==> src/rtl/roi_pkg.sv <==
// roi_pkg: shared widths, FSM encoding and register map
// for the quadrilateral ROI configuration controller.
package roi_pkg;

  localparam int COORD_W   = 16;
  localparam int EDGE_AB_W = 17;
  localparam int EDGE_C_W  = 36;
  localparam int MUL_W     = 2 * EDGE_AB_W;

  localparam logic [1:0] ST_IDLE  = 2'd0;
  localparam logic [1:0] ST_CHECK = 2'd1;
  localparam logic [1:0] ST_CALC  = 2'd2;
  localparam logic [1:0] ST_PEND  = 2'd3;

  localparam logic [2:0] ADDR_P1_X = 3'd0;
  localparam logic [2:0] ADDR_P1_Y = 3'd1;
  localparam logic [2:0] ADDR_P2_X = 3'd2;
  localparam logic [2:0] ADDR_P2_Y = 3'd3;
  localparam logic [2:0] ADDR_P3_X = 3'd4;
  localparam logic [2:0] ADDR_P3_Y = 3'd5;
  localparam logic [2:0] ADDR_P4_X = 3'd6;
  localparam logic [2:0] ADDR_P4_Y = 3'd7;

  typedef logic signed [EDGE_AB_W-1:0] coef_ab_t;
  typedef logic signed [EDGE_C_W-1:0]  coef_c_t;

endpackage

==> src/rtl/roi_edge_coef_mac.sv <==
// roi_edge_coef_mac: one shared 17x17 signed multiplier,
// phase0 dY*X_i into a register, phase1 C = dY*X_i - dX*Y_i.
module roi_edge_coef_mac
  import roi_pkg::*;
(
  input  logic               clk,
  input  logic               rst_n,
  input  logic               en,
  input  logic               phase,
  input  logic [COORD_W-1:0] xi,
  input  logic [COORD_W-1:0] yi,
  input  logic [COORD_W-1:0] xn,
  input  logic [COORD_W-1:0] yn,
  output coef_ab_t           a,
  output coef_ab_t           b,
  output coef_c_t            c
);

  coef_ab_t dx;
  coef_ab_t dy;
  coef_ab_t op_m;
  coef_ab_t op_v;
  logic signed [MUL_W-1:0] prod;
  coef_c_t p_q;
  coef_c_t p_d;

  always_comb begin
    dx   = $signed({1'b0, xn}) - $signed({1'b0, xi});
    dy   = $signed({1'b0, yn}) - $signed({1'b0, yi});
    op_m = phase ? dx : dy;
    op_v = phase ? $signed({1'b0, yi})
                 : $signed({1'b0, xi});
    prod = op_m * op_v;
    p_d  = (en && !phase) ? EDGE_C_W'(prod) : p_q;
  end

  always_ff @(posedge clk or negedge rst_n) begin
    if (!rst_n) p_q <= '0;
    else        p_q <= p_d;
  end

  assign a = -dy;
  assign b = dx;
  assign c = p_q - EDGE_C_W'(prod);

endmodule

==> src/rtl/roi_quad_config_ctrl.sv <==
// roi_quad_config_ctrl: vertex registers, bounds check, edge
// coefficient computation and frame-synchronous bank swap.
module roi_quad_config_ctrl
  import roi_pkg::*;
#(
  parameter int IMAGE_WIDTH  = 640,
  parameter int IMAGE_HEIGHT = 480,
  parameter logic [COORD_W-1:0] DEF_P1_X = 16'd210,
  parameter logic [COORD_W-1:0] DEF_P1_Y = 16'd250,
  parameter logic [COORD_W-1:0] DEF_P2_X = 16'd12,
  parameter logic [COORD_W-1:0] DEF_P2_Y = 16'd479,
  parameter logic [COORD_W-1:0] DEF_P3_X = 16'd410,
  parameter logic [COORD_W-1:0] DEF_P3_Y = 16'd479,
  parameter logic [COORD_W-1:0] DEF_P4_X = 16'd380,
  parameter logic [COORD_W-1:0] DEF_P4_Y = 16'd252
)(
  input  logic                   aclk,
  input  logic                   aresetn,
  input  logic                   cfg_wr_en,
  input  logic [2:0]             cfg_addr,
  input  logic [COORD_W-1:0]     cfg_wdata,
  input  logic                   cfg_commit,
  output logic                   cfg_ready,
  output logic                   cfg_error,
  input  logic                   frame_end,
  output logic                   roi_valid,
  output logic [4*EDGE_AB_W-1:0] edge_a,
  output logic [4*EDGE_AB_W-1:0] edge_b,
  output logic [4*EDGE_C_W-1:0]  edge_c
);

  localparam logic [COORD_W-1:0] X_LIM = COORD_W'(IMAGE_WIDTH);
  localparam logic [COORD_W-1:0] Y_LIM = COORD_W'(IMAGE_HEIGHT);

  logic [1:0] st_q, st_d;
  logic [2:0] cnt_q, cnt_d;
  logic [3:0][COORD_W-1:0] vx_q, vx_d, vy_q, vy_d;
  logic [3:0][EDGE_AB_W-1:0] sa_q, sa_d, sb_q, sb_d;
  logic [3:0][EDGE_AB_W-1:0] aa_q, aa_d, ab_q, ab_d;
  logic [3:0][EDGE_C_W-1:0] sc_q, sc_d, ac_q, ac_d;
  logic err_q, err_d, vld_q, vld_d;
  logic oob, ready;
  logic [1:0] ei, ni;
  coef_ab_t ca, cb;
  coef_c_t cc;

  assign ei    = cnt_q[2:1];
  assign ni    = ei + 2'd1;
  assign ready = (st_q == ST_IDLE) || (st_q == ST_PEND);

  roi_edge_coef_mac u_mac (
    .clk   (aclk),
    .rst_n (aresetn),
    .en    (st_q == ST_CALC),
    .phase (cnt_q[0]),
    .xi    (vx_q[ei]),
    .yi    (vy_q[ei]),
    .xn    (vx_q[ni]),
    .yn    (vy_q[ni]),
    .a     (ca),
    .b     (cb),
    .c     (cc)
  );

  always_comb begin
    oob = 1'b0;
    for (int i = 0; i < 4; i++) begin
      if (vx_q[i] >= X_LIM || vy_q[i] >= Y_LIM) oob = 1'b1;
    end
  end

  always_comb begin
    st_d  = st_q;
    cnt_d = cnt_q;
    vx_d  = vx_q;
    vy_d  = vy_q;
    sa_d  = sa_q;
    sb_d  = sb_q;
    sc_d  = sc_q;
    aa_d  = aa_q;
    ab_d  = ab_q;
    ac_d  = ac_q;
    err_d = err_q;
    vld_d = vld_q;
    if (ready && cfg_wr_en) begin
      case (cfg_addr)
        ADDR_P1_X: vx_d[0] = cfg_wdata;
        ADDR_P1_Y: vy_d[0] = cfg_wdata;
        ADDR_P2_X: vx_d[1] = cfg_wdata;
        ADDR_P2_Y: vy_d[1] = cfg_wdata;
        ADDR_P3_X: vx_d[2] = cfg_wdata;
        ADDR_P3_Y: vy_d[2] = cfg_wdata;
        ADDR_P4_X: vx_d[3] = cfg_wdata;
        ADDR_P4_Y: vy_d[3] = cfg_wdata;
      endcase
    end
    case (st_q)
      ST_IDLE: begin
        if (cfg_commit) st_d = ST_CHECK;
      end
      ST_CHECK: begin
        err_d = oob;
        cnt_d = '0;
        st_d  = oob ? ST_IDLE : ST_CALC;
      end
      ST_CALC: begin
        cnt_d = cnt_q + 3'd1;
        if (cnt_q[0]) begin
          sa_d[ei] = ca;
          sb_d[ei] = cb;
          sc_d[ei] = cc;
        end
        if (cnt_q == 3'd7) st_d = ST_PEND;
      end
      ST_PEND: begin
        // apply before a same-cycle commit restarts the pipeline
        if (frame_end) begin
          aa_d  = sa_q;
          ab_d  = sb_q;
          ac_d  = sc_q;
          vld_d = 1'b1;
        end
        if (cfg_commit)     st_d = ST_CHECK;
        else if (frame_end) st_d = ST_IDLE;
      end
      default: st_d = ST_IDLE;
    endcase
  end

  always_ff @(posedge aclk or negedge aresetn) begin
    if (!aresetn) begin
      st_q  <= ST_CALC;
      cnt_q <= '0;
      vx_q  <= {DEF_P4_X, DEF_P3_X, DEF_P2_X, DEF_P1_X};
      vy_q  <= {DEF_P4_Y, DEF_P3_Y, DEF_P2_Y, DEF_P1_Y};
      sa_q  <= '0;
      sb_q  <= '0;
      sc_q  <= '0;
      aa_q  <= '0;
      ab_q  <= '0;
      ac_q  <= '0;
      err_q <= 1'b0;
      vld_q <= 1'b0;
    end else begin
      st_q  <= st_d;
      cnt_q <= cnt_d;
      vx_q  <= vx_d;
      vy_q  <= vy_d;
      sa_q  <= sa_d;
      sb_q  <= sb_d;
      sc_q  <= sc_d;
      aa_q  <= aa_d;
      ab_q  <= ab_d;
      ac_q  <= ac_d;
      err_q <= err_d;
      vld_q <= vld_d;
    end
  end

  assign cfg_ready = ready;
  assign cfg_error = err_q;
  assign roi_valid = vld_q;
  assign edge_a    = aa_q;
  assign edge_b    = ab_q;
  assign edge_c    = ac_q;

endmodule
==> config.mk <==
export PLATFORM = sky130hd
export DESIGN_NAME = roi_quad_config_ctrl
export DESIGN_NICKNAME = d
export VERILOG_FILES = /design/src/rtl/roi_pkg.sv /design/src/rtl/roi_edge_coef_mac.sv /design/src/rtl/roi_quad_config_ctrl.sv
export SDC_FILE = /design/constraint.sdc
export NUM_CORES = 2
export LEC_CHECK = 0
export ABC_AREA = 1
export CORE_ASPECT_RATIO = 2
export CORE_MARGIN = 2
export CORE_UTILIZATION = 55
export DETAILED_ROUTE_END_ITERATION = 8
export HOLD_SLACK_MARGIN = 0.03
export PLACE_DENSITY = 0.72
export SLEW_MARGIN = 20
export SYNTH_ARGS = -nofsm -noshare
export SYNTH_HDL_FRONTEND = slang
export SYNTH_SLANG_ARGS = --single-unit
==> constraint.sdc <==
create_clock -name aclk -period 13.8 [get_ports aclk]
set_input_delay 2.76 -clock aclk [delete_from_list [all_inputs] [get_ports aclk]]
set_output_delay 2.76 -clock aclk [all_outputs]
set_load 0.005 [all_outputs]
=== Word level (Yosys, flattened, before mapping) ===
Cells that the tools add are included.

* Flip-flop bits (word level): 729
* Latch bits: 0
* RAM bits: 0
* Memory bits (read-only): 0
* Input bits: 24
* Word-level logic and storage cells: 120
* Memories kept: 0

* Add/subtract/negate cells: 6
* Multiply operators: 1
* Divide/modulo/power cells: 0
* Magnitude comparators: 11
* Equality and inequality tests: 14
* Shifts and indexed selects: 0
* Mux-type cells: 28
* Bitwise operators: 0
* Reduce and logical (&&, ||, !) cells: 23

{| class="wikitable"
|+ Operator list
! cell !! count
|-
| $bwmux W144 || 1
|-
| $bwmux W68 || 2
|-
| $bmux W16 S2 || 4
|-
| $mux W16 || 5
|-
| $demux W36 S2 || 1
|-
| $ge A16 B10 Y1 const B || 4
|-
| $ge A16 B9 Y1 const B || 4
|-
| $mux W36 || 1
|-
| $sub A34 B34 Y35 || 1
|-
| $demux W17 S2 || 1
|-
| $mul A17 B17 Y34 || 1
|-
| $mux W17 || 2
|-
| $sub A16 B16 Y17 || 2
|-
| $reduce_and A2 Y1 || 10
|-
| $neg A17 Y17 || 1
|-
| $eq A3 B3 Y1 const B || 5
|-
| $mux W2 || 5
|-
| $pmux W2 S4 || 1
|-
| $eq A3 B2 Y1 const B || 2
|-
| $lt A2 B3 Y1 const B || 2
|-
| $pmux W3 S2 || 1
|-
| $logic_or A1 B1 Y1 || 5
|-
| $eq A2 B2 Y1 const B || 2
|-
| $mux W1 || 4
|-
| other kinds (13) || 16
|}

=== Depth between registers and ports, before layout ===
* Word-level depth: 8
* Mapped depth: 59
* Mapped depth without buffers: 54

=== Hierarchy ===
A second synthesis with hierarchy kept.

* Cell total of the unflattened synthesis: 4859
* Area, all modules: 44306.2 µm²

{| class="wikitable"
|+ By module, submodules not included
! module !! times used !! cells an instance !! area each (µm²) !! seq. area each (µm²)
|-
| roi_quad_config_ctrl || 1 || 2524 || 27627.7 || 17449.2
|-
| roi_edge_coef_mac || 1 || 2335 || 16678.5 || 850.8
|}

=== Worst setup path after synthesis ===
OpenSTA, ideal clock, no wires.

* Path type: register -> register
* From: reg cnt_q[1]
* To: reg sc_q[100] in the netlist's numbering
* Data arrival time: 10299 ps
* Required time: 13734 ps
* Slack: 3436 ps
* Cell stages (with the launch flop): 53
* Path buffers: 7
* Period minus slack after synthesis: 10364 ps
* Path through: dfrtp_1 > inv_2 > buf_2 > buf_1 > clkbuf_1 > clkbuf_1 > ha_1 > inv_1 > clkbuf_1 > buf_1 > o21ai_0 > o21ai_0 > ha_1 > a21o_1 > a31oi_1 > nor2_1 > nor2_1 > xor2_1 > (+17 left out) > nand2_1 > nor2_1 > nand2_1 > nand2_1 > a31oi_1 > xor2_1 > ha_1 > nand2_1 > nor4_1 > nand4_1 > nand3_1 > nand4_1 > nand3_2 > nand2_1 > nand2_1 > xor2_2 > nand2_1 > nand2_1

* Longest elaborated chain between the ends: 8
* Elaborated cells on any way between the ends: 21
* Classes of those cells: add/sub: 4; mul: 1; order compare: 2; mux: 13; reduce/logical: 1

{| class="wikitable"
|+ RTL lines
! item !! RTL line !! RTL
|-
| start: declaration || roi_quad_config_ctrl.sv:36 || <nowiki>logic [2:0] cnt_q, cnt_d;</nowiki>
|-
| start signal: assignment || roi_quad_config_ctrl.sv:146 || <nowiki>cnt_q <= cnt_d;</nowiki>
|-
| $add A2 B1 Y2 || roi_quad_config_ctrl.sv:48 || <nowiki>assign ni = ei + 2'd1;</nowiki>
|-
| $bmux W16 S2 (on tied branches) || roi_quad_config_ctrl.sv:59, roi_quad_config_ctrl.sv:58 ||
|-
| $mux W16 (on tied branches) || roi_quad_config_ctrl.sv:59, roi_quad_config_ctrl.sv:58 ||
|-
| $sub A16 B16 Y17 (on tied branches) || roi_edge_coef_mac.sv:29, roi_edge_coef_mac.sv:28 ||
|-
| $mux W17 || roi_edge_coef_mac.sv:30 || <nowiki>op_m = phase ? dx : dy;</nowiki>
|-
| $mul A17 B17 Y34 || roi_edge_coef_mac.sv:33 || <nowiki>prod = op_m * op_v;</nowiki>
|-
| $sub A34 B34 Y35 || roi_edge_coef_mac.sv:44 || <nowiki>assign c = p_q - EDGE_C_W'(prod);</nowiki>
|-
| $bwmux W144 * || roi_quad_config_ctrl.sv:111 || <nowiki>sc_d[ei] = cc;</nowiki>
|-
| end signal: assignment || roi_quad_config_ctrl.sv:138 || <nowiki>sc_q <= '0;</nowiki>
|-
| end signal: assignment || roi_quad_config_ctrl.sv:151 || <nowiki>sc_q <= sc_d;</nowiki>
|-
| end: declaration || roi_quad_config_ctrl.sv:40 || <nowiki>logic [3:0][EDGE_C_W-1:0] sc_q, sc_d, ac_q, ac_d;</nowiki>
|}

Every way passes the cells marked *; elsewhere a longest branch is shown, timed or not. The select of a mux whose other input is x is not followed.
A chain may end at the register's enable or synchronous reset.

=== Worst setup path in the final report ===
* From: reg cnt_q[1]
* To: reg sc_q[28] in the netlist's numbering

Same word-level chain as after synthesis.

==> flow_summary.ini <==
[clocking]
post_cts.repair.setup_buffers = 0
post_cts_resized = 0
path_clk_slew_ns = 0.07
cts_root_buffer = clkbuf_16
tritoncts = built
htree_levels = 2
ctsHoldBuffers = 0
clk_latency_ns = 0.68
numCtsBuffers = 59
cts.sink_count = 721
clock_path_buffers = 3

[job]
maxCapViolations = 0

[setup_path]
critPathLaunchType = flip-flop
reg2reg_depth = 49
crit_family = adder cells
critPathCapture = sc_q[28]
max_stage_delay_ns = 0.70
ff2ff_setup_slack_ns = 1.11
path_buf_inv = 10
critPathKind = flip-flop to flip-flop
cp_data_required_time_ns = 14.37
cp.depth = 49
cpMostUsedCell = nand2_1
reg2reg_to = sc_q[28]
r2r-start = cnt_q[1]
crit_start = cnt_q[1]
arrival_ns = 13.26
cp_max_fo = 43
cp-end-kind = flip-flop
crit_path_top_delay_cell = nor4_1

[synth]
synth_nets = 5357
seq_area_frac_synth_pct = 41.5
syn_area_sq_um = 43700
synth_cells = 4892
synth_cell_types = 53
ys_ff_latch = 721
synth_edf_count = 0
synth_top_area_cell = dfrtp_1
synthFlopType = dfrtp_1
synth_top_area_share_pct = 38.7
synth_warnings = 0
async_flop_share_pct = 100
syn_area_per_cell_sq_um = 8.92
synth_area_leaders = dfrtp_1, fa_1, nand2_1

[drt]
drt-vias-per-instance = 5.54
routed_wl_um = 132000
detailroute.via_count = 34461
drt_iter0_drc = 1846
dr.pass1.iters = 8
wl_per_cell_um = 21.2
ant_nets = 0
drc = 0

[floorplanning]
die_area_sq_um = 81800
chipWidth_um = 203
initial_core_util_pct = 55.3
die_y_um = 402
rows = 146
pin_count = 307
core_sq_um = 78900

[final_layout]
area.growth.synth_to_final_pct = 14.3
finish.utilization_pct = 63.2
antenna_cells = 0
nets = 5595
drive_gt1_share_pct = 10.2

[grt]
grt_first_pass_wirelength_um = 203000
grt_overflow = 0
grt_max_degree = 223
grtUsageTotal_pct = 32.8
antenna_found_initial = 1
grt_pass1_vias = 35319

[timing]
fmax_mhz = 78.8
min_period_ns = 12.69
fin_worst_skew_ns = 0.0536
fin_crit_sh_pct = 92.0
tns_ns = 0
rsz0062_at_grt = no
slew_headroom_pct = 17.3
max_slew.worst_pin.slew_ns = 1.24
setup_viol_count_final = 0
slew_viol_final = 0
hold_violations = 0

[place]
gp_congestion = 1.02
hpwlAfterDp_um = 103000
numPortBuffers = 306

[worst_hold_path]
hold_path_class = flip-flop to flip-flop

[status]
status = completed
-- worst reg2reg max path, delay by kind of cell (launching register included) --
family                   cells  cell delay [ns]
AO/OA/AOI/OAI                7             1.57
adder cells (fa/ha/maj)     11             4.78
AND/OR/NAND/NOR             18             3.51
buffers and inverters       10             1.34
XOR/XNOR                     3             0.82
flip-flops                   1             0.59
-- worst min path at each step --
stage | startpoint | endpoint | slack (ns) | cells past startpoint
after floorplan | sa_q[13] | sa_q[13] | 0.45 | 2
after global placement | roi_valid | roi_valid | 0.45 | 2
after detailed placement | roi_valid | roi_valid | 0.46 | 2
after CTS | roi_valid | roi_valid | 0.48 | 2
after global routing | roi_valid | roi_valid | 0.49 | 2
final | roi_valid | roi_valid | 0.47 | 2
-- registers in the layout (all words and copies together) (netlist names), named ones only --
name and cells:
edge_c 140, sc_q 140, edge_a 68, edge_b 68, sa_q 68, sb_q 68, vx_q 64, vy_q 64
u_mac.p_q 34, cnt_q 3, cfg_error 1, roi_valid 1, st_q 1
-- synth_stat cells, types with 5 or more instances --
master    instances
a21oi_1         166
buf_4             5
o31ai_1           6
nand2_1        1102
mux2_2          206
xor2_1           52
a31oi_1          10
fa_1            282
xor2_2            6
inv_1           700
buf_1            13
nand4_1          31
dfstp_2          46
o21ai_0         583
or2_1             7
o21bai_1         21
o22ai_1          17
nor3_1           12
clkbuf_1        173
or2_2            21
dfrtp_1         675
inv_2             9
xnor2_1          15
clkinv_1          9
nor2_2           16
o211ai_1          6
nand3_1         167
buf_2             8
nor2_1          256
nor4_1           17
nand3_2          11
ha_1            159
nand2_2          14
o21ai_1          31
nand3b_1          6
o21ai_2           6
-- cell type report --
cell class / instances / area, sq um
Inverter: 718 / 2700
Tap cell: 1036 / 1300
Clock buffer: 78 / 1650
Sequential cell: 721 / 18100
Multi-Input combinational cell: 3254 / 22100
Fill cell: 6842 / 29000
Clock inverter: 33 / 373
Timing Repair Buffer: 376 / 3670
-- metal layers --
| metal | GRT usage, % | wire, um | vias to the layer above |
|---|---|---|---|
| met5 | 0 | 12 | - |
| met4 | 24.5 | 12000 | 2 |
| met3 | 3.74 | 5420 | 453 |
| met2 | 61.2 | 70600 | 1131 |
| met1 | 32.9 | 43600 | 16863 |
| li1 | - | - | 16012 |
-- through the flow --
stage | worst slack [ns] | area, sq um | cells | hold WS, ns
after floorplan | 3.44 | 43700 | 4892 | 0.445
after global placement | 1.48 | 47900 | 6104 | 0.451
after detailed placement | 1.39 | 47900 | 6104 | 0.464
after CTS | 1.36 | 49900 | 6215 | 0.479
after global routing | 0.530 | 49900 | 6216 | 0.490
final | 1.11 | 49900 | 6216 | 0.475
-- cells by family after synthesis --
group,count (synthesis),synth area share [%]
compound gates,867,10.5
xor+xnor,73,1.57
fa+ha+maj,441,17.5
buf+inv,917,7.95
flops,721,41.5
mux,207,5.34
simple gates,1666,15.7
-- placed cells by master, fill, tap and decap left out, types with 7 or more instances in the layout --
cell type	count
o21ai_1	31
clkbuf_16	59
nand4_1	31
clkinv_1	10
o21bai_1	21
dfrtp_1	674
inv_1	700
fa_1	282
o22ai_1	17
or2_2	21
inv_2	8
clkbuf_1	9
nor2_2	17
clkinv_2	20
o21ai_0	583
clkdlybuf4s50_1	305
nand2_1	1097
nand3_1	167
xnor2_1	15
nor3_1	11
xor2_1	52
a21oi_1	166
ha_1	159
a31oi_1	10
clkbuf_8	10
nor4_1	17
nand2_2	14
nor2_1	255
nand3_2	11
mux2_2	206
buf_4	64
or2_1	7
dfstp_2	46
Power is left out: the tool's default activity adds up to more than one toggle a clock period on the data nets, which glitch-free logic cannot reach.
